File: config.mk
export PLATFORM = sky130hd
export DESIGN_NAME = blink_detect
export DESIGN_NICKNAME = d
export VERILOG_FILES = /design/src/rtl/blink_detect.sv
export SDC_FILE = /design/constraint.sdc
export NUM_CORES = 1
export LEC_CHECK = 0
export BUFFER_PORTS_ARGS = -buffer_cell sky130_fd_sc_hd__buf_2
export CAP_MARGIN = 20
export CORE_MARGIN = 8
export CORE_UTILIZATION = 30
export CTS_CLUSTER_SIZE = 28
export DETAILED_ROUTE_END_ITERATION = 16
export GPL_TIMING_DRIVEN = 0
export HOLD_SLACK_MARGIN = 0.08
export SYNTH_ARGS = -nofsm -noshare
export SYNTH_HDL_FRONTEND = slang
export SYNTH_SLANG_ARGS = --single-unit
File: constraint.sdc
create_clock -name clk -period 2.24 [get_ports clk]
set_clock_uncertainty 0.05 [all_clocks]
set_input_delay 0.112 -clock clk [delete_from_list [all_inputs] [get_ports clk]]
set_output_delay 0.112 -clock clk [all_outputs]
set_load 0.05 [all_outputs]
File: src/rtl/blink_detect.sv
// blink_detect: times led_in toggles against a 2^CBITS half-period and tracks lock/error status.
// Optional saturating error counter (err_cnt port) enabled by BLINK_DETECT_STATS_EN.
module blink_detect #(
  parameter int CBITS  = 15,
  parameter int TOL    = 2,
  parameter int LOCK_N = 3
) (
  input  logic           clk,
  input  logic           rst,
  input  logic           led_in,
  output logic           edge_flg,
  output logic [CBITS:0] half_per,
  output logic           locked,
  output logic           err
`ifdef BLINK_DETECT_STATS_EN
  ,
  output logic [7:0]     err_cnt
`endif
);

  // Window bounds are one bit wider than cnt so EXP +/- TOL and the timeout point never wrap.
  localparam logic [CBITS+1:0] EXP_W  = {2'b01, {CBITS{1'b0}}};
  localparam logic [CBITS+1:0] TOL_W  = (CBITS+2)'(TOL);
  localparam logic [CBITS+1:0] LO_W   = EXP_W - TOL_W;
  localparam logic [CBITS+1:0] HI_W   = EXP_W + TOL_W;
  localparam logic [CBITS+1:0] TO_W   = HI_W + (CBITS+2)'(1);
  localparam logic [3:0]       LOCK_W = 4'(LOCK_N);

  typedef enum logic [1:0] {SEARCH, ACQUIRE, LOCKED} state_t;

  logic             s1_q, s2_q, s3_q;
  logic [CBITS:0]   cnt_q, cnt_d;
  logic [CBITS+1:0] cnt_ext;
  logic             edge_det, good, timeout;
  logic             edge_flg_q, locked_q, err_q;
  logic [CBITS:0]   half_per_q;
  logic [3:0]       gcnt_q;
  state_t           state_q;

  assign edge_det = s2_q ^ s3_q;
  assign cnt_ext  = {1'b0, cnt_q};
  assign good     = (cnt_ext >= LO_W) && (cnt_ext <= HI_W);
  assign timeout  = !edge_det && (cnt_ext == TO_W);

  always_comb begin
    cnt_d = cnt_q;
    if (edge_det) begin
      cnt_d = (CBITS+1)'(1);
    end else if (cnt_q != '1) begin
      cnt_d = cnt_q + (CBITS+1)'(1);
    end
  end

  always_ff @(posedge clk or posedge rst) begin
    if (rst) begin
      s1_q       <= 1'b0;
      s2_q       <= 1'b0;
      s3_q       <= 1'b0;
      cnt_q      <= '0;
      half_per_q <= '0;
      edge_flg_q <= 1'b0;
    end else begin
      s1_q       <= led_in;
      s2_q       <= s1_q;
      s3_q       <= s2_q;
      cnt_q      <= cnt_d;
      edge_flg_q <= edge_det;
      if (edge_det) begin
        half_per_q <= cnt_q;
      end
    end
  end

  // An edge always wins over timeout, so an edge at EXP+TOL+1 is simply a bad interval.
  always_ff @(posedge clk or posedge rst) begin
    if (rst) begin
      state_q  <= SEARCH;
      gcnt_q   <= '0;
      locked_q <= 1'b0;
      err_q    <= 1'b0;
    end else begin
      err_q <= 1'b0;
      case (state_q)
        SEARCH: begin
          if (edge_det) begin
            state_q <= ACQUIRE;
            gcnt_q  <= '0;
          end
        end
        ACQUIRE: begin
          if (edge_det) begin
            if (good) begin
              gcnt_q <= gcnt_q + 4'd1;
              if (gcnt_q + 4'd1 == LOCK_W) begin
                state_q  <= LOCKED;
                locked_q <= 1'b1;
              end
            end else begin
              gcnt_q <= '0;
            end
          end else if (timeout) begin
            state_q <= SEARCH;
          end
        end
        LOCKED: begin
          if (edge_det && !good) begin
            err_q    <= 1'b1;
            locked_q <= 1'b0;
            state_q  <= ACQUIRE;
            gcnt_q   <= '0;
          end else if (timeout) begin
            err_q    <= 1'b1;
            locked_q <= 1'b0;
            state_q  <= SEARCH;
          end
        end
        default: begin
          state_q  <= SEARCH;
          locked_q <= 1'b0;
        end
      endcase
    end
  end

`ifdef BLINK_DETECT_STATS_EN
  logic [7:0] err_cnt_q;
  logic       err_now;

  assign err_now = (state_q == LOCKED) && ((edge_det && !good) || timeout);

  always_ff @(posedge clk or posedge rst) begin
    if (rst) begin
      err_cnt_q <= '0;
    end else if (err_now && (err_cnt_q != 8'hFF)) begin
      err_cnt_q <= err_cnt_q + 8'd1;
    end
  end

  assign err_cnt = err_cnt_q;
`endif

  assign edge_flg = edge_flg_q;
  assign half_per = half_per_q;
  assign locked   = locked_q;
  assign err      = err_q;

endmodule

* After elaboration in Yosys (flattened, before gate mapping)
Index checks and enable logic that the tools add are counted.
Storage, ports and cells: output and inout port bits 19, flip-flop bits (word level) 44, logic and storage cells 63, bits of input ports 3
Operators by class: eq/ne operators 13, bitwise operators 2, muxes and demuxes 23, add/subtract/negate cells 2, order comparisons 2, reduce and logical (&&, ||, !) cells 11
Operators by type and width (count):
- two-way mux 16 bit | 2
- adder 16 x 1 -> 16 bit (second input constant) | 1
- == test 16 bit (second input constant) | 1
- greater-or-equal comparator 16 x 15 -> 1 bit (second input constant) | 1
- <= comparator 16 bit (second input constant) | 1
- two-way mux 4 bit | 4
- inequality test 16 bit (second input constant) | 1
- two-way mux 2 bit | 6
- case mux 4 bit (3 select lines) | 1
- inequality test 2 bit (second input constant) | 5
- inequality test 3 bit (second input constant) | 3
- two-way mux 1 bit | 8
- case mux 2 bit (3 select lines) | 1
- AND reduction 5 bit | 1
- adder 4 x 1 -> 4 bit (second input constant) | 1
- == test 4 x 2 -> 1 bit (second input constant) | 1
- AND reduction 4 bit | 1
- logical AND 1 bit | 3
- case mux 1 bit (3 select lines) | 1
- AND reduction 3 bit | 1
- nonzero test 3 bit | 1
- == test 2 x 1 -> 1 bit (second input constant) | 1
- == test 2 bit (second input constant) | 1
- zero test 1 bit | 2
- other kinds (4) | 4

* Depth between registers and ports, before layout
depth in word-level cells 6, mapped depth 8, gate-level depth less buffers 7

* Least setup slack after synthesis
Ideal clock, no wire load.
path type reg-to-reg, from register cnt_q[4], to register gcnt_q[0], setup slack 428 ps, required time 2072 ps, setup time 118 ps, buffers on the path 2, arrival time 1644 ps, cell stages (with the launch flop) 8, clock period less this slack 1812 ps, cell sequence dfrtp_1 > buf_6 > and3_4 > and4_4 > a41o_1 > buf_6 > a211o_1 > a21o_1
Between the ends: cells in the longest elaborated chain, start to end 6, elaborated cells between the ends (all ways) 10, classes of those cells order compare: 2; eq/ne: 1; mux: 3; reduce/logical: 4
RTL lines:
- start: declaration | RTL line 32 | logic [CBITS:0] cnt_q, cnt_d;
- start signal: assignment | RTL line 66 | cnt_q <= cnt_d;
- greater-or-equal comparator 16 x 15 -> 1 bit or <= comparator 16 bit (tied branches) | RTL line 42 | assign good = (cnt_ext >= LO_W) && (cnt_ext <= HI_W);
- logical AND 1 bit (*) | RTL line 42
- zero test 1 bit | RTL line 106 | if (edge_det && !good) begin
- logical AND 1 bit | RTL line 106
- inequality test 2 bit (no line)
- AND reduction 4 bit (no line)
- end signal: assignment | RTL line 93 | gcnt_q <= gcnt_q + 4'd1;
- end: declaration | RTL line 37 | logic [3:0] gcnt_q;
Mark *: on every way between the ends. The rest lies on a longest branch, timed or not. The select of a mux whose other input is x is not followed. A chain may end at the register's enable or synchronous reset.

* Worst setup path in the final report
from register cnt_q[1], to register cnt_q[0]
Between the ends: cells in the longest elaborated chain, start to end 2
RTL lines:
- inequality test 16 bit | RTL line 49 | end else if (cnt_q != '1) begin
- nonzero test 2 bit (no line)
Every way passes these cells.

==> impl_results.md <==
- Status: complete, no violations
- Area growth syn-to-layout: 16.24%
- Horiz. Die Dim: 99.28 um
- DR pass1 iterations: 4
- Routed Wire Length: 4484 um
- Final nets: 255
- Routed WL per cell: 13.63 um
- Yosys reg bits: 44
- GRT Util Overall: 0.09748
- Fillers: 717
- Fmax: 500.7 MHz
- Setup Fix Bufs, Post-CTS: 0
- DRC errors left: 0
- Clk sinks: 44
- Sequential-to-total area share from yosys stat: 0.5292
- Hold Vio Cnt, Final: 0
- Clock transition at path regs: 80 ps
- Yosys top cell by area: dfrtp_1
- Vias per cell: 4.903
- Placed cells: about 320
- Vias in the first global route: 1623
- Initial DRC Count: 76
- Pwr Total: 1.572 mW
- Non-Filler Instances: 329
- Critical Path Sink Type: flop
- R2R cell count: 6
- Final max-slew violation count: 0
- Antenna violations before repair: 0
- Nature of the critical path startpoint: flop
- RR Startpoint: cnt_q[1]$_DFFE_PP0P_
- Synthesized instance count: 217
- Worst slew pin tran: 670.0 ps
- Num CTS Buffers: 5
- Dpl hpwl: 3190 um
- Distinct cells, synth: 40
- Vias: 1613
- Pwr dens: ~650 nW/um^2
- Clk_lat worst skew: 290 ps
- # diodes: 0
- H-tree Lvls: 2
- Max-cap viol count: 0
- ANT nets after route: 0
- Headroom to the max-slew limit: 0.5501
- Largest net degree at the start of global routing: 32
- Register area: between 1000 and 1500 um^2
- I/O pin count: 22
- Tcrit/Tclk final: 0.8915
- Mapped Area: around 2100 um^2
- Post-Place Worst Slack: 277.2 ps
- Share of cells above drive strength 1: 0.1526
- Grt total ovfl: 0
- Hold Crit Class: primary input to async pin
- RSZ-0062 raised after global routing: false
- Worst setup path category: flop to flop
- I/O Buffers: 21
- Syn Nets: 224
- Worst R2R End: cnt_q[0]$_DFFE_PP0P_
- Synth area leaders: dfrtp_1 53%, nand2_1 9.2%, xor2_1 4.2%
- Die footprint: approximately 10000 um^2
- Leak: 1.190 nW
- CTS Root Cell: clkbuf_8
- FP Rows: 30
- Multi-input gate area: 892.1 um^2
- Slack of the critical path: 242.9 ps
- Clk buf depth: 2
- CTS tree: done
- WP data required: ~2400 ps
- Starting Density: 0.3080
- Avg Inst Size Synth: 9.589 um^2
- Die Y-Extent: 99.28 um
- First-pass GRT wire length: 7872 um
- Crit-path max FO: 8
- Final RePlAce weighted congestion: approximately 0.85
- # setup viols final: 0
- Final min period: about 2000 ps
- Flop2flop setup slack: 240 ps
- Post-synth top area share: 0.5292
- Worst vdd ir: 0.2099 mV
- Synth Warn #: 0
- Setup TNS: 0 ps
- Crit path DAT: 2120 ps
- Core ar.: about 6800 um^2
through the flow:
stage | hold slack (ps) | instance area [um^2] | utilization
after floorplan | 93.43 | 2081 | -
after global placement | 171.7 | 2286 | 0.3383
after detailed placement | 40.95 | 2306 | 0.3413
after CTS | 264.7 | 2419 | 0.3580
after global routing | 286.6 | 2419 | 0.3580
final | 260.8 | 2419 | 0.3580
logic make-up after synthesis:
logic type / Yosys count / synth area share
and+or+nand+nor: 101 / 0.2273
DFF: 44 / 0.5292
AOI/OAI and AO/OA: 32 / 0.1052
buffers and inverters: 19 / 0.04209
xor gates and xnor gates: 16 / 0.06735
adders and majority gates: 4 / 0.02405
muxes: 1 / 0.004811
registers in the layout (all words and copies together) (netlist names):
signal	count
state_q	2
gcnt_q	4
half_per	16
locked	1
edge_flg	1
err	1
s1_q	1
s2_q	1
s3_q	1
cnt_q	16
report_power, final:
group	switching (mW)	internal [mW]
logic	0.154	0.0542
clock network	0.265	0.246
registers	0.0278	0.824
synthesized netlist by cell type, drive strengths merged:
| cell type | instances |
|---|---|
| nor3 | 3 |
| o221ai | 1 |
| o2111ai | 1 |
| o2bb2ai | 1 |
| buf | 3 |
| a211o | 1 |
| nor2 | 18 |
| nor2b | 1 |
| nand2 | 51 |
| xnor2 | 6 |
| clkbuf | 8 |
| nand4 | 2 |
| a22oi | 1 |
| a31oi | 4 |
| o22ai | 2 |
| a31o | 1 |
| nor4b | 1 |
| mux2i | 1 |
| and3 | 5 |
| a41o | 1 |
| nand2b | 1 |
| a21oi | 3 |
| and2 | 1 |
| nor3b | 1 |
| xor2 | 10 |
| o21ai | 6 |
| a211oi | 5 |
| ha | 4 |
| nor4 | 2 |
| nand3 | 9 |
| nor4bb | 1 |
| inv | 8 |
| dfrtp | 44 |
| a21o | 1 |
| o211ai | 4 |
| and4 | 5 |
area by class of cell:
cell class / count / share of cell area
Timing Repair Buffer: 24 / 0.06001
Clock buffer: 6 / 0.03414
Tap cell: 80 / 0.04139
Inverter: 8 / 0.01242
Multi-Input combinational cell: 154 / 0.3689
Clock inverter: 2 / 0.004139
Sequential cell: 44 / 0.4553
Buffer: 11 / 0.02380
critical path, stage by stage, from the launching register on:
cell      delay [ps]
dfrtp_1          490
ha_1             290
nand3_1          130
nor3_1           400
nand2b_1         260
xnor2_1          190
nand2_1           60
timing repair:
action	in CTS	in global routing
endpoints found under the hold margin	45	0
gates resized for setup	0	0
hold buffers	2	0
layer usage:
| metal | global-route usage | routed length (um) | up-vias |
|---|---|---|---|
| met5 | 0 | 0 | - |
| met2 | 0.1472 | 2042 | 32 |
| met4 | 0.03492 | 52 | 0 |
| li1 | - | - | 808 |
| met1 | 0.1274 | 2178 | 766 |
| met3 | 0.03073 | 210 | 7 |
how the worst max path moves through the flow:
| stage | start | end | cells past startpoint |
|---|---|---|---|
| 6_report | cnt_q[1]$_DFFE_PP0P_ | cnt_q[0]$_DFFE_PP0P_ | 6 |
| 5_1_grt | cnt_q[1]$_DFFE_PP0P_ | cnt_q[0]$_DFFE_PP0P_ | 6 |
| 3_3_place_gp | cnt_q[9]$_DFFE_PP0P_ | gcnt_q[0]$_DFFE_PP0P_ | 6 |
| 4_1_cts | cnt_q[1]$_DFFE_PP0P_ | cnt_q[0]$_DFFE_PP0P_ | 6 |
| 3_5_place_dp | cnt_q[1]$_DFFE_PP0P_ | cnt_q[0]$_DFFE_PP0P_ | 6 |
| 2_1_floorplan | cnt_q[4]$_DFFE_PP0P_ | gcnt_q[0]$_DFFE_PP0P_ | 7 |
cell usage in the layout, fill, tap and decap left out, types with 6 or more instances in the layout:
master,synthesis,routed
clkbuf_8,0,6
nor2_1,18,18
xor2_1,10,10
dfrtp_1,44,44
inv_1,8,7
o21ai_0,6,6
xnor2_1,6,6
clkbuf_1,8,8
nand3_1,9,9
nand2_1,51,51
buf_2,1,22
(Power assumes the default switching activity.)
